### config.mk
export PLATFORM = sky130hd
export DESIGN_NAME = spi_slave_core
export DESIGN_NICKNAME = d
export VERILOG_FILES = /design/src/rtl/spi_pkg.sv /design/src/rtl/spi_sync_edge.sv /design/src/rtl/spi_slave_core.sv
export SDC_FILE = /design/constraint.sdc
export NUM_CORES = 1
export LEC_CHECK = 0
export ABC_AREA = 1
export ABC_CLOCK_PERIOD_IN_PS = 3800
export BUFFER_PORTS_ARGS = -buffer_cell sky130_fd_sc_hd__buf_2
export CORE_ASPECT_RATIO = 0.6
export CORE_MARGIN = 5
export CORE_UTILIZATION = 45
export DETAILED_ROUTE_END_ITERATION = 16
export GPL_ROUTABILITY_DRIVEN = 0
export PLACE_DENSITY = 0.65
export SLEW_MARGIN = 20
export SYNTH_ARGS = -nofsm -noshare
export SYNTH_HDL_FRONTEND = slang
export SYNTH_SLANG_ARGS = --single-unit
### constraint.sdc
create_clock -name clk -period 3.8 [get_ports clk]
set_input_delay 0.76 -clock clk [delete_from_list [all_inputs] [get_ports clk]]
set_output_delay 0.76 -clock clk [all_outputs]
set_load 0.03 [all_outputs]
### src/rtl/spi_pkg.sv
`default_nettype none
// +----------------------------------------------------------------------------+
// | Module      : spi_pkg                                                      |
// | Description : Shared types and constants for the SPI slave core: FSM       |
// |               state encoding, SPI mode constants ({CPOL,CPHA}) and the     |
// |               bit-counter width helper.                                    |
// | Revision    : 1.0 - initial release                                        |
// +----------------------------------------------------------------------------+
package spi_pkg;

    // Slave FSM: waiting for chip select, or shifting words
    typedef enum logic [0:0] {
        IDLE  = 1'b0,
        SHIFT = 1'b1
    } spi_state_t;

    // SPI modes encoded as {CPOL, CPHA}
    localparam logic [1:0] c_mode0 = 2'b00;
    localparam logic [1:0] c_mode1 = 2'b01;
    localparam logic [1:0] c_mode2 = 2'b10;
    localparam logic [1:0] c_mode3 = 2'b11;

    // Counter must hold 0..data_w inclusive
    function automatic int spi_cnt_w(input int data_w);
        return $clog2(data_w + 1);
    endfunction

endpackage
`default_nettype wire

### src/rtl/spi_sync_edge.sv
`default_nettype none
// +----------------------------------------------------------------------------+
// | Module      : spi_sync_edge                                                |
// | Description : Two-flop synchroniser for an asynchronous pin followed by a  |
// |               history flop; emits single-clock rise/fall pulses derived    |
// |               only from registered synchronised values.                    |
// | Revision    : 1.0 - initial release                                        |
// +----------------------------------------------------------------------------+
module spi_sync_edge #(
    parameter logic RESET_VAL = 1'b0
) (
    input  logic clk,
    input  logic rst,
    input  logic d,
    output logic rise,
    output logic fall
);

    logic r_meta;
    logic r_sync;
    logic r_prev;

    // Synchroniser chain plus one-clock history for edge detection
    always_ff @(posedge clk) begin
        if (rst) begin
            r_meta <= RESET_VAL;
            r_sync <= RESET_VAL;
            r_prev <= RESET_VAL;
        end else begin
            r_meta <= d;
            r_sync <= r_meta;
            r_prev <= r_sync;
        end
    end

    assign rise = r_sync & ~r_prev;
    assign fall = ~r_sync & r_prev;

endmodule
`default_nettype wire

### src/rtl/spi_slave_core.sv
`default_nettype none
// +----------------------------------------------------------------------------+
// | Module      : spi_slave_core                                               |
// | Description : System-clocked SPI slave. Oversamples spi_scl/spi_cs/mosi,   |
// |               supports all CPOL/CPHA modes, DATA_W-bit words in either bit |
// |               order, back-to-back words per frame and a valid/ready TX     |
// |               holding register.                                            |
// |               Optional feature macro: SPI_SLAVE_LOOPBACK_EN (adds the      |
// |               loopback input; the TX word is then the last RX word).       |
// | Revision    : 1.0 - initial release                                        |
// +----------------------------------------------------------------------------+
module spi_slave_core
    import spi_pkg::*;
#(
    parameter int                DATA_W     = 8,
    parameter bit                CPOL       = 1'b0,
    parameter bit                CPHA       = 1'b0,
    parameter bit                MSB_FIRST  = 1'b1,
    parameter logic [DATA_W-1:0] DEFAULT_TX = 'hA5
) (
`ifdef SPI_SLAVE_LOOPBACK_EN
    input  logic              loopback,
`endif
    input  logic              clk,
    input  logic              rst,
    input  logic              spi_scl,
    input  logic              spi_cs,
    input  logic              mosi,
    output logic              miso,
    output logic              miso_oe,
    input  logic [DATA_W-1:0] tx_data,
    input  logic              tx_valid,
    output logic              tx_ready,
    output logic [DATA_W-1:0] rx_data,
    output logic              rx_valid,
    output logic              busy,
    output logic              underrun,
    output logic              frame_err
);

    localparam int         c_cnt_w       = spi_cnt_w(DATA_W);
    localparam logic [1:0] c_mode        = {CPOL, CPHA};
    localparam bit         c_lead_rise   = !((c_mode == c_mode2) || (c_mode == c_mode3));
    localparam bit         c_sample_lead = (c_mode == c_mode0) || (c_mode == c_mode2);

    spi_state_t           r_state;
    logic [c_cnt_w-1:0]   r_cnt;
    logic [DATA_W-1:0]    r_tx_shift;
    logic [DATA_W-1:0]    r_rx_shift;
    logic [DATA_W-1:0]    r_hold;
    logic                 r_hold_full;
    logic [DATA_W-1:0]    r_rx_data;
    logic                 r_rx_valid;
    logic                 r_miso;
    logic                 r_miso_oe;
    logic                 r_underrun;
    logic                 r_frame_err;
    logic                 r_mosi_meta;
    logic                 r_mosi_sync;

    logic                 w_scl_rise;
    logic                 w_scl_fall;
    logic                 w_cs_rise;
    logic                 w_cs_fall;
    logic                 w_lead;
    logic                 w_trail;
    logic                 w_sample;
    logic                 w_shift;
    logic                 w_in_shift;
    logic                 w_last;
    logic                 w_start;
    logic                 w_ferr;
    logic [DATA_W-1:0]    w_rx_next;
    logic [DATA_W-1:0]    w_load_word;
    logic [DATA_W-1:0]    w_load_rest;
    logic                 w_first_bit;
    logic                 w_tx_bit;
    logic [DATA_W-1:0]    w_tx_rest;
    logic                 w_take_hold;
    logic                 w_underrun;

    // The cs synchroniser resets to "low" so a chip select still asserted
    // across reset never produces a falling edge; a fresh fall is required.
    spi_sync_edge #(.RESET_VAL(CPOL)) u_scl_sync (
        .clk  (clk),
        .rst  (rst),
        .d    (spi_scl),
        .rise (w_scl_rise),
        .fall (w_scl_fall)
    );

    spi_sync_edge #(.RESET_VAL(1'b0)) u_cs_sync (
        .clk  (clk),
        .rst  (rst),
        .d    (spi_cs),
        .rise (w_cs_rise),
        .fall (w_cs_fall)
    );

    // mosi only needs the synchroniser; it is aligned with the scl edge pulses
    always_ff @(posedge clk) begin
        if (rst) begin
            r_mosi_meta <= 1'b0;
            r_mosi_sync <= 1'b0;
        end else begin
            r_mosi_meta <= mosi;
            r_mosi_sync <= r_mosi_meta;
        end
    end

    assign w_lead     = c_lead_rise ? w_scl_rise : w_scl_fall;
    assign w_trail    = c_lead_rise ? w_scl_fall : w_scl_rise;
    assign w_sample   = c_sample_lead ? w_lead  : w_trail;
    assign w_shift    = c_sample_lead ? w_trail : w_lead;
    assign w_in_shift = (r_state == SHIFT);

    assign w_rx_next  = MSB_FIRST ? {r_rx_shift[DATA_W-2:0], r_mosi_sync}
                                  : {r_mosi_sync, r_rx_shift[DATA_W-1:1]};
    assign w_last     = w_in_shift && w_sample && (r_cnt == c_cnt_w'(DATA_W - 1));

    // A word starts when its first bit goes onto miso: with CPHA=0 that is at
    // select or right after the previous word's final sample; with CPHA=1 it
    // is the first leading edge of the word, so no load (and no underrun)
    // happens after the final word of a frame.
    assign w_start = CPHA ? (w_in_shift && w_shift && (r_cnt == '0) && !w_cs_rise)
                          : ((!w_in_shift && w_cs_fall) || (w_last && !w_cs_rise));

    // A deselect in the same clock as the final sample still completes the word
    assign w_ferr = w_in_shift && w_cs_rise && !w_last && (w_sample || (r_cnt != '0));

    assign w_tx_bit    = MSB_FIRST ? r_tx_shift[DATA_W-1] : r_tx_shift[0];
    assign w_tx_rest   = MSB_FIRST ? (r_tx_shift << 1) : (r_tx_shift >> 1);
    assign w_first_bit = MSB_FIRST ? w_load_word[DATA_W-1] : w_load_word[0];
    assign w_load_rest = MSB_FIRST ? (w_load_word << 1) : (w_load_word >> 1);

    // Select the source of the next transmit word
    always_comb begin
        w_load_word = DEFAULT_TX;
        w_take_hold = 1'b0;
        w_underrun  = 1'b0;
`ifdef SPI_SLAVE_LOOPBACK_EN
        if (loopback) begin
            w_load_word = w_last ? w_rx_next : r_rx_data;
        end else
`endif
        if (r_hold_full) begin
            w_load_word = r_hold;
            w_take_hold = 1'b1;
        end else begin
            w_underrun  = 1'b1;
        end
    end

    // Slave FSM, shifters, holding register and status strobes
    always_ff @(posedge clk) begin
        if (rst) begin
            r_state     <= IDLE;
            r_cnt       <= '0;
            r_tx_shift  <= '0;
            r_rx_shift  <= '0;
            r_hold      <= '0;
            r_hold_full <= 1'b0;
            r_rx_data   <= '0;
            r_rx_valid  <= 1'b0;
            r_miso      <= 1'b0;
            r_miso_oe   <= 1'b0;
            r_underrun  <= 1'b0;
            r_frame_err <= 1'b0;
        end else begin
            r_rx_valid  <= 1'b0;
            r_underrun  <= 1'b0;
            r_frame_err <= 1'b0;

            if (tx_valid && !r_hold_full) begin
                r_hold      <= tx_data;
                r_hold_full <= 1'b1;
            end else if (w_start && w_take_hold) begin
                r_hold_full <= 1'b0;
            end

            if (!w_in_shift) begin
                if (w_cs_fall) begin
                    r_state   <= SHIFT;
                    r_miso_oe <= 1'b1;
                    r_cnt     <= '0;
                end
            end else begin
                if (w_sample) begin
                    r_rx_shift <= w_rx_next;
                    if (w_last) begin
                        r_cnt      <= '0;
                        r_rx_data  <= w_rx_next;
                        r_rx_valid <= 1'b1;
                    end else begin
                        r_cnt      <= r_cnt + c_cnt_w'(1);
                    end
                end else if (w_shift && (r_cnt != '0)) begin
                    r_miso     <= w_tx_bit;
                    r_tx_shift <= w_tx_rest;
                end

                if (w_cs_rise) begin
                    r_state     <= IDLE;
                    r_miso_oe   <= 1'b0;
                    r_miso      <= 1'b0;
                    r_cnt       <= '0;
                    r_frame_err <= w_ferr;
                end
            end

            if (w_start) begin
                r_miso     <= w_first_bit;
                r_tx_shift <= w_load_rest;
                r_underrun <= w_underrun;
            end
        end
    end

    assign miso      = r_miso;
    assign miso_oe   = r_miso_oe;
    assign tx_ready  = !r_hold_full;
    assign rx_data   = r_rx_data;
    assign rx_valid  = r_rx_valid;
    assign busy      = (r_state == SHIFT);
    assign underrun  = r_underrun;
    assign frame_err = r_frame_err;

endmodule
`default_nettype wire

* Word-level counts from Yosys, hierarchy flattened
Cells that the tools add are included.
Storage, ports and cells: register bits after elaboration 49, input port bits 14
Cells by class: add/sub/neg operators 1, eq/ne operators 5, mux-type cells 26, bitwise operators 12, reduce and logical (&&, ||, !) cells 31
Operator list (number):
- 8-bit 2-to-1 mux | 5
- 4-bit 2-to-1 mux | 5
- 1-bit 2-to-1 mux | 16
- 1-bit logical AND | 10
- 3-bit AND reduction | 3
- 1-bit NOT | 8
- 2-bit nonzero test | 4
- 2-bit AND reduction | 3
- 3-bit OR reduction | 2
- 4-bit by 1-bit adder with 4-bit output, second input constant | 1
- 1-bit AND | 4
- 4-bit by 3-bit == test with 1-bit output, second input constant | 1
- 1-bit logical NOT | 4
- 2-bit by 1-bit inequality test with 1-bit output, second input constant | 2
- 4-bit nonzero test | 1
- 3-bit by 1-bit inequality test with 1-bit output, second input constant | 1
- 3-bit by 2-bit inequality test with 1-bit output, second input constant | 1
- 3-bit nonzero test | 1
- 1-bit logical OR | 2
- 2-bit OR reduction | 1

* Longest topological paths before layout
Gate-level depths: netlist of run 1.
depth after elaboration 9, gate-level depth with buffers 10, gate-level depth less buffers 10

* Cells and area by module
Synthesis of run 1 repeated with hierarchy kept, for this count alone.
Second synthesis, totals: cell total of the unflattened synthesis 258, area total of the unflattened synthesis 1944.4 um^2
By module, submodules not included:
- spi_slave_core | times used 1, cells an instance 234, area each 1756.7 um^2, seq. area each 860.8 um^2
- spi_sync_edge | times used 2, cells an instance 12, area each 93.8 um^2, seq. area each 60.1 um^2

* Worst setup path before layout of run 1
No wires, ideal clock.
kind input-to-reg, start point input port rst, end point register r_hold_full, arrival 1.373 ns, setup slack 2.300 ns, stages on the path 3, path buffers 2, path through clkbuf_1 buf_1 nor2_1
RTL lines:
- start: declaration | line spi_slave_core.sv:25 | input logic rst,
- end signal: assignment | line spi_slave_core.sv:162 | r_hold_full <= 1'b0;
- end signal: assignment | line spi_slave_core.sv:176 | r_hold_full <= 1'b1;
- end signal: assignment | line spi_slave_core.sv:178 | r_hold_full <= 1'b0;
- end: declaration | line spi_slave_core.sv:51 | logic r_hold_full;
No word-level cell between the ends.

* Final worst setup path of run 1
start point register r_cnt[1], end point register r_cnt[3]
Between the ends: word-level cells in the longest chain between the ends 6, elaborated cells on any way between the ends 7
RTL lines:
- start: declaration | line spi_slave_core.sv:47 | logic [c_cnt_w-1:0] r_cnt;
- start signal: assignment | line spi_slave_core.sv:195 | r_cnt <= r_cnt + c_cnt_w'(1);
- parallel branches: the longest is 2 deep, another holds 4-bit by 1-bit adder with 4-bit output
- 4-bit 2-to-1 mux (*) | line spi_slave_core.sv:190 | if (w_last) begin
- 4-bit 2-to-1 mux (*) | line spi_slave_core.sv:188 | if (w_sample) begin
- 4-bit 2-to-1 mux (*) | line spi_slave_core.sv:202 | if (w_cs_rise) begin
- 4-bit 2-to-1 mux (*) | line spi_slave_core.sv:181 | if (!w_in_shift) begin
Mark *: on every way between the ends. The select of a mux whose other input is x is not followed. A chain may end at the register's enable or synchronous reset.

==> results of run 1 <==
## flip-flops by register name, summed over array words and instances, names as in the netlist, 4 cells and up
register,cells
r_hold,8
rx_data,8
r_rx_shift,7
r_tx_shift,7
r_cnt,4
## through the flow
stage,hold slack [ps],utilization (%),cell area [sq um]
after floorplan,388,-,1990
after global placement,391,51.4,2150
after detailed placement,398,51.4,2150
after CTS,411,53.4,2240
after global routing,428,53.4,2240
final,411,53.4,2240
## worst reg2reg max path, delay by kind of cell (launching register included)
family	cells	cell delay (ps)
DFF	1	390
adders and majority gates	1	180
and+or+nand+nor	5	750
AOI/OAI and AO/OA	1	140
buffers and inverters	1	280
## cell usage in the layout (no fill, tap or decap), types with 4 or more instances in the layout
cell and n:
o21ai_1 4, dfxtp_1 49, inv_1 30, inv_2 4
nand2_2 4, buf_2 28, clkbuf_8 5, nand3_1 13
a21oi_1 20, nand2_1 43, o21ai_0 22, nor2_1 46
## power by group through the flow
stage / Sequential (mW) / Combinational, mW / Clock (mW)
CTS: 0.536 / 0.0593 / 0.311
detailed placement: 0.549 / 0.0591 / 0
finish: 0.537 / 0.0586 / 0.301
global route: 0.538 / 0.0679 / 0.334
global placement: 0.548 / 0.0586 / 0
floorplan: 0.546 / 0.0435 / 0
## area by class of cell
cell class / count / area, sq um / share of cell area [%]
sequential: 49 / 981 / 43.8
multi-input combinational: 169 / 828 / 37.0
timing repair buffer: 28 / 140 / 6.26
inverter: 34 / 128 / 5.70
tap: 60 / 75.1 / 3.35
clock buffer: 6 / 72.6 / 3.24
clock inverter: 2 / 13.8 / 0.615
## worst min-delay path by stage
stage | from | endpoint | slack (ps) | cells past startpoint
6_report | u_cs_sync.r_meta | u_cs_sync.r_sync | 410 | 2
5_1_grt | r_mosi_meta | r_mosi_sync | 430 | 2
4_1_cts | u_cs_sync.r_meta | u_cs_sync.r_sync | 410 | 2
3_5_place_dp | u_cs_sync.r_meta | u_cs_sync.r_sync | 400 | 2
3_3_place_gp | u_cs_sync.r_meta | u_cs_sync.r_sync | 390 | 2
2_1_floorplan | r_mosi_meta | r_mosi_sync | 390 | 2
## layer usage
layer	part of all wire, %	vias up	global-route usage, %
met5	0	-	0
met4	1.2	0	5.67
met3	5.8	7	4.27
met2	36	41	16.9
met1	57	704	23.8
li1	-	869	-
## cell families (layout without fill, tap and decap cells)
logic type | count (synthesis) | in the layout | synth area share, %
fa+ha+maj | 2 | 2 | 1.26
flops | 49 | 49 | 49.4
xor+xnor | 1 | 1 | 0.441
buf+inv | 42 | 70 | 8.94
compound gates | 46 | 46 | 11.6
simple gates | 120 | 120 | 28.4
==> impl_metrics.toml, run 1 <==
[global_routing]
grt_max_degree = 30
antenna_found_initial = 0
grt_pass1_vias = 1309
gr-usage-all-layers_pct = 14.6
grt_pass1_wl_microns = 6420
grt_overflow = 0

[cts]
clkLatencyLatePin_ps = 300
clk_pin_slew_ps = 90
cts_repair_resize_count = 0
clock_sinks = 49
cts_max_path_buffers = 2
cts_max_level = 2
post_cts_buffers = 0
holdBufCountCts = 0
cts-root-buf = "clkbuf_8"
cts_tree = "yes"
cts_made_buffers = 5

[routing]
vias_per_cell = 4.66
finalWirelength_microns = 3900
antenna_left = 0
drtIter0Drc = 110
num_vias = 1621
firstDrtPassIters = 4
drc = 0
drt-wirelength-per-cell_microns = 11.2

[floorplan]
die_h_microns = 61.5
ioPinCount = 29
core_area_sq_um = 4190
start_util_pct = 47.4
fp.dieW_microns = 95.8
num_rows = 18
design.die.area_sq_um = 5890

[sta]
setup_viol = 0
setup_ws_ps = 1940
rsz0062_at_grt = "false"
tightestPinTransition_ps = 778
slew_viol_final = 0
finalCritPeriodShare_pct = 48.9
fin_worst_skew_ps = 7.79
period_minus_slack_ps = 1860
slew_headroom_pct = 48.1
final_hold_viol_count = 0
max_freq_mhz = 538
fin_setup_tns_ps = 0

[setup_path]
r2r_end = "r_cnt[3]"
cp-end-kind = "flop"
critPathSlowestCell = "dfxtp_1"
required_ps = 4000
path_class = "flop to flop"
worstPathMaxFanout = 11
cp_data_arrival_time_ps = 2050
ff2ff_setup_slack_ps = 1940
cp_top_family = "simple AND/OR/NAND/NOR gates"
path_buf_inv = 1
cp-start-kind = "flop"
crit_chain = "ha_1 > nand2_1 > nor2_2 > nand2_1 > inv_1 > nor2_1 > a21oi_1 > nor2_1"
crit_path_end = "r_cnt[3]"
cp.depth = 8
r2r-start = "r_cnt[1]"
worstSetupStartpoint = "r_cnt[1]"
r2r_cells = 8
cpPeakStageDelay_ps = 390

[power]
netSwitchingPower_mw = 0.218
power.internal_mw = 0.678
power_frac_comb_pct = 6.5
p_leak_nw = 1.06
sw_frac_of_total_pct = 24.4
ir_worst_vdd_v = 0.000207
total_power_mw = 0.896
powerDensity_nw_per_um2 = 400
power_frac_clock_pct = 33.6
seq_power_share_pct = 59.8

[cells_and_area]
drive_gt1_share_pct = 18.1
nFillCells = 408
antennaDiodeCount = 0
final_cells = 348
final_nets = 303
area_growth_pct = 12.7

[place]
portBuffers = 28
dp_slack_ps = 1700
hpwl_microns = 2810
dpl.cell_count = 340

[synthesis]
syn_nets = 276
netlist_instances = 260
synth_edf_count = 0
yosysMostFrequentCell = "dfxtp_1"
yosys_warnings = 0
synth_async_sr_flop_share_pct = 0
seq_area_frac_synth_pct = 49.4
synth_cell_types = 26
synthTopCellsByCount = "dfxtp_1 (49), nor2_1 (46), nand2_1 (43)"
postSynthAreaPerCell_sq_um = 7.64
synth_area_sq_um = 1990
netlist_top_cells_area = "dfxtp_1 (49%), nor2_1 (8.7%), nand2_1 (8.1%)"
ys.flop_type = "dfxtp_1"
synth.largest_area_cell = "dfxtp_1"
ys_seq_elements = 49
synth_top_area_share_pct = 49.4

[hold_path]
hold_class = "flop to flop"

[outcome]
status = "finished clean"

[run]
maxCapViolCount = 0
Power figures use the tool's default switching activity.
==> run 2, diff against run 1 <==
Settings changed: ABC_CLOCK_PERIOD_IN_PS 3800 to 1620, PLACE_DENSITY 0.65 to 0.68.
Clock period 3.8 ns to 1.62 ns, I/O delays scaled along.
==> run 2 against run 1 <==
Non-clock buffer count increased by 6. Worst hold slack got worse by 190 ps. Largest cell class unchanged. Clock-buffer cell count decreased by 1.
==> impl_metrics.toml, run 2 (synthesis results as in run 1) <==
[cells_and_area]
final-seq-area_sq_um = 983
final_common_cell = "dfxtp_1"
drive_gt1_share_pct = 22.4
final_area_sq_um = 2310
multi_input_area_sq_um = 850
final_util_pct = 55.2
final_cells = 355
final_nets = 310
mostFrequentLayoutCells = "dfxtp_1 (47), nor2_1 (45), nand2_1 (41), inv_1 (30), buf_2 (28)"
antennaDiodeCount = 0
area_growth_pct = 16.4
nFillCells = 434

[global_routing]
gr-usage-all-layers_pct = 14.8
grt_pass1_wl_microns = 6750
grt_max_degree = 18
antenna_found_initial = 0
grt_overflow = 0
grt_pass1_vias = 1472

[sta]
setup_viol = 0
fin_worst_skew_ps = 6.66
whs_ps = 224
fin_setup_tns_ps = 0
slew_viol_final = 0
period_minus_slack_ps = 1470
tightestPinTransition_ps = 273
max_freq_mhz = 678
rsz0062_at_grt = "false"
setup_ws_ps = 146
final_hold_viol_count = 0
slew_headroom_pct = 81.7
finalCritPeriodShare_pct = 91.0

[place]
hpwl_microns = 2970
dp_slack_ps = 38.5
portBuffers = 28
dpl.cell_count = 345
placed_cell_area_sq_um = 2190

[routing]
vias_per_cell = 4.59
num_vias = 1629
drc = 0
firstDrtPassIters = 4
drtIter0Drc = 60
drt-wirelength-per-cell_microns = 11.3
finalWirelength_microns = 4020
antenna_left = 0

[cts]
cts_tree = "yes"
cts_max_path_buffers = 2
clock_sinks = 49
clkLatencyLatePin_ps = 300
cts-root-buf = "clkbuf_8"
cts_made_buffers = 5
cts_max_level = 2
clk_pin_slew_ps = 90
holdBufCountCts = 0

[setup_path]
worstPathMaxFanout = 8
critPathSlowestCell = "dfxtp_2"
cp_data_arrival_time_ps = 1710
crit_chain = "ha_2 > nand2_2 > nor2_4 > nand2_2 > buf_4 > nor2_4 > inv_1 > o21ai_1"
cp-start-kind = "flop"
path_buf_inv = 2
cp-end-kind = "flop"
cpPeakStageDelay_ps = 360
required_ps = 1850
cp_top_family = "simple AND/OR/NAND/NOR gates"
path_class = "flop to flop"

[hold_path]
hold_class = "input pin to flop"

[power]
powerDensity_nw_per_um2 = 917
total_power_mw = 2.12
p_leak_nw = 1.08
ir_worst_vdd_v = 0.000451

[floorplan]
start_util_pct = 47.4
design.die.area_sq_um = 5890
core_area_sq_um = 4190
ioPinCount = 29
die_h_microns = 61.5
fp.dieW_microns = 95.8
num_rows = 18

[run]
maxCapViolCount = 0

[outcome]
status = "finished clean"
[run 2: cell count changes in the layout (fill, tap and decap cells not counted), moves of 2 or more]
cell | previous run | this run
nand2_1 | 43 | 41
clkinvlp_4 | 0 | 3
dfxtp_2 | 0 | 2
buf_4 | 0 | 6
dfxtp_1 | 49 | 47
nand2_2 | 4 | 7
[run 2: cell type report]
class,count,area share (%)
Sequential cell,49,42.5
Multi-Input combinational cell,170,36.7
Timing Repair Buffer,34,8.01
Inverter,34,5.52
Tap cell,60,3.25
Clock buffer,5,2.98
Clock inverter,3,0.974
[run 2: final timing paths]
| check | slack [ps] | end | depth (start not counted) | from |
|---|---|---|---|---|
| setup / recovery | 150 | rx_data[1] | 8 | r_cnt[0] |
| hold / removal | 220 | u_scl_sync.r_meta | 3 | spi_scl |
| setup reg to reg | 150 | rx_data[1] | 8 | r_cnt[0] |
| hold reg to reg | 410 | u_scl_sync.r_sync | 2 | u_scl_sync.r_meta |
[run 2: metal layers]
| metal | GRT usage [%] | wire length [microns] |
|---|---|---|
| met5 | 0 | 0 |
| met4 | 4.25 | 28 |
| met3 | 4.52 | 214 |
| met2 | 21.0 | 1580 |
| met1 | 21.6 | 2200 |
[run 2: report_power, final]
| part | switching, mW | internal, mW | total [mW] |
|---|---|---|---|
| logic | 0.0937 | 0.0531 | 0.147 |
| registers | 0.0228 | 1.24 | 1.26 |
| clock network | 0.412 | 0.303 | 0.715 |
[run 2: repair_timing]
| item | CTS | global route |
|---|---|---|
| gates resized for setup | 0 | 7 |
| setup buffers | 0 | 1 |
| endpoints found under the setup margin | 0 | 15 |
[run 2: worst reg2reg max path: cells and delay by family, from the launching register on]
kind / cells / cell delay (ps)
buf+inv: 2 / 270
flops: 1 / 360
simple gates: 4 / 450
fa+ha+maj: 1 / 190
compound gates: 1 / 140
==> run 3, diff against run 2 <==
Settings changed: CELL_PAD_IN_SITES_DETAIL_PLACEMENT set to 0, CELL_PAD_IN_SITES_GLOBAL_PLACEMENT set to 2, CORE_UTILIZATION 45 to 28, PLACE_DENSITY 0.68 to not set, PLACE_DENSITY_LB_ADDON set to 0.1, SYNTH_HIERARCHICAL set to 1.
==> run 3 against run 2 <==
Register-to-register slack better by 40 ps. Combinational power up 19%. Largest power group unchanged. Sequential share of layout area fell by 1.4 points. Total power rose by 17%.
==> impl_metrics.toml, run 3 <==
[synthesis]
synthTopCellsByCount = "nor2_1 (54), dfxtp_1 (49), inv_1 (36)"
synth_top_area_share_pct = 50.5
synth_area_sq_um = 1940
netlist_top_cells_area = "dfxtp_1 (50%), nor2_1 (10%), inv_1 (6.9%)"
syn_nets = 274
seq_area_frac_synth_pct = 50.5
synthXorXnorAreaFrac_pct = 0
synth_compound_area_share_pct = 12.5
synthMuxAreaShare_pct = 0
synthAdderAreaFrac_pct = 1.29
postSynthAreaPerCell_sq_um = 7.54
synth_cell_types = 23
synth-simple-area-share_pct = 26.0
ys_seq_elements = 49
synth_async_sr_flop_share_pct = 0
synth_edf_count = 0
synth.largest_area_cell = "dfxtp_1"
netlist_instances = 258
yosysMostFrequentCell = "nor2_1"
ys.flop_type = "dfxtp_1"
yosys_warnings = 6
synth_top_family_by_area = "simple AND/OR/NAND/NOR gates"

[setup_path]
r2r-start = "u_scl_sync/r_sync"
worstSetupStartpoint = "u_scl_sync/r_sync"
r2r_end = "r_tx_shift[2]"
ff2ff_setup_slack_ps = 190
required_ps = 1800
path_buf_inv = 2
cp-end-kind = "flop"
cpPeakStageDelay_ps = 340
worstPathMaxFanout = 10
r2r_cells = 11
path_class = "flop to flop"
cp.depth = 11
cp_data_arrival_time_ps = 1610
critPathSlowestCell = "dfxtp_1"
cp-start-kind = "flop"
cp_top_family = "simple AND/OR/NAND/NOR gates"
crit_path_end = "r_tx_shift[2]"
crit_chain = "inv_1 > nor2_4 > nand2_2 > nor2_4 > nand3_4 > nand2_4 > inv_2 > nand2_1 > nand2_1 > nor2_1 > nor2_1"

[sta]
final_hold_viol_count = 0
slew_viol_final = 0
setup_viol = 0
fin_worst_skew_ps = 7.59
max_freq_mhz = 698
whs_ps = 238
slew_headroom_pct = 83.6
fin_setup_tns_ps = 0
finalCritPeriodShare_pct = 88.4
period_minus_slack_ps = 1430
tightestPinTransition_ps = 244

[floorplan]
fp.dieW_microns = 118
num_rows = 23
die_h_microns = 74.6
start_util_pct = 29.0
ioPinCount = 29
design.die.area_sq_um = 8770
core_area_sq_um = 6710

[cells_and_area]
nFillCells = 742
final_nets = 311
mostFrequentLayoutCells = "nor2_1 (53), dfxtp_1 (49), inv_1 (36), nand2_1 (28), buf_2 (28)"
area_growth_pct = 22.6
antennaDiodeCount = 0
final_util_pct = 35.5
drive_gt1_share_pct = 20.3
final_common_cell = "nor2_1"

[run]
maxCapViolCount = 0

[cts]
cts-root-buf = "clkbuf_16"
holdBufCountCts = 0
cts_max_path_buffers = 2
clock_sinks = 49
cts_max_level = 2
clkLatencyLatePin_ps = 290
cts_made_buffers = 5
cts_tree = "yes"
clk_pin_slew_ps = 70

[global_routing]
grt_pass1_wl_microns = 7690
grt_overflow = 0
antenna_found_initial = 0
grt_max_degree = 24
grt_pass1_vias = 1555
gr-usage-all-layers_pct = 10.9

[outcome]
status = "finished clean"

[power]
power_frac_comb_pct = 7.0
power_frac_clock_pct = 42.0
powerDensity_nw_per_um2 = 1040
power.internal_mw = 1.89
netSwitchingPower_mw = 0.594
sw_frac_of_total_pct = 23.9
p_leak_nw = 1.05
seq_power_share_pct = 51.0
ir_worst_vdd_v = 0.000387

[routing]
drc = 0
vias_per_cell = 4.21
finalWirelength_microns = 4490
firstDrtPassIters = 4
num_vias = 1611
drtIter0Drc = 67
drt-wirelength-per-cell_microns = 11.7
antenna_left = 0

[place]
portBuffers = 28
hpwl_microns = 3380

[hold_path]
hold_class = "input pin to flop"
## run 3: cell count changes in the layout (fill, tap and decap cells not counted), moves of 4 or more
| cell | previous run | this run |
|---|---|---|
| a21oi_1 | 20 | 16 |
| buf_4 | 6 | 11 |
| clkbuf_16 | 0 | 5 |
| clkbuf_8 | 5 | 0 |
| inv_1 | 30 | 36 |
| nand2_1 | 41 | 28 |
| nor2_1 | 45 | 53 |
| nor3_1 | 2 | 6 |
## run 3: metrics by stage
step	setup slack, ps	instances	area [sq um]	power, mW
3_3_place_gp	61.3	372	2200	1.47
5_1_grt	-10.1	383	2380	2.60
3_5_place_dp	56.8	372	2200	1.47
2_1_floorplan	145	258	1940	1.40
4_1_cts	35.9	380	2350	2.52
6_report	187	383	2380	2.48
## run 3: worst reg2reg max path: stages, from the launching register on
cell and delay [ps]:
dfxtp_1 340, inv_1 80, nor2_4 140, nand2_2 90, nor2_4 130, nand3_4 110, nand2_4 90, inv_2 90
nand2_1 70, nand2_1 50, nor2_1 90, nor2_1 40
## run 3: cell families (layout without fill, tap and decap cells)
group	after synthesis	count (layout)
fa+ha+maj	2	2
flops	49	49
simple gates	113	113
compound gates	48	48
buf+inv	46	84
## run 3: timing repair
item                                   4_1_cts  5_1_grt
setup endpoints to repair                    0       21
endpoints found under the hold margin        0        0
setup buffers                                0        3
gates resized for setup                      0        2
## run 3: final cells by class
type                       instances  area, sq um  area share, %
clock buffer                       5          125           5.25
clock inverter                     3         25.0           1.05
inverter                          37          139           5.83
multi-input combinational        163          782           32.8
sequential                        49          981           41.2
tap                               87          109           4.57
timing repair buffer              39          223           9.34
## run 3: power by group through the flow
stage / Combinational [mW] / Sequential [mW] / Clock [mW]
after detailed placement: 0.171 / 1.29 / 0
after CTS: 0.172 / 1.27 / 1.08
after global routing: 0.202 / 1.27 / 1.13
final: 0.175 / 1.27 / 1.04
after floorplan: 0.113 / 1.29 / 0
after global placement: 0.173 / 1.29 / 0
## run 3: worst min-delay path by stage
stage                       from                end  depth (start not counted)
2_1_floorplan        r_mosi_meta        r_mosi_sync                          2
3_3_place_gp   u_scl_sync/r_meta  u_scl_sync/r_sync                          2
3_5_place_dp   u_scl_sync/r_meta  u_scl_sync/r_sync                          2
4_1_cts                     mosi        r_mosi_meta                          3
5_1_grt                     mosi        r_mosi_meta                          3
6_report                  spi_cs   u_cs_sync/r_meta                          3
## run 3: metal layers
metal	vias up	GRT usage, %	share of wire (%)
met3	4	3.27	4.3
met2	28	13.9	34
li1	881	-	-
met5	-	0	0
met4	0	3.44	1.1
met1	698	17.1	61
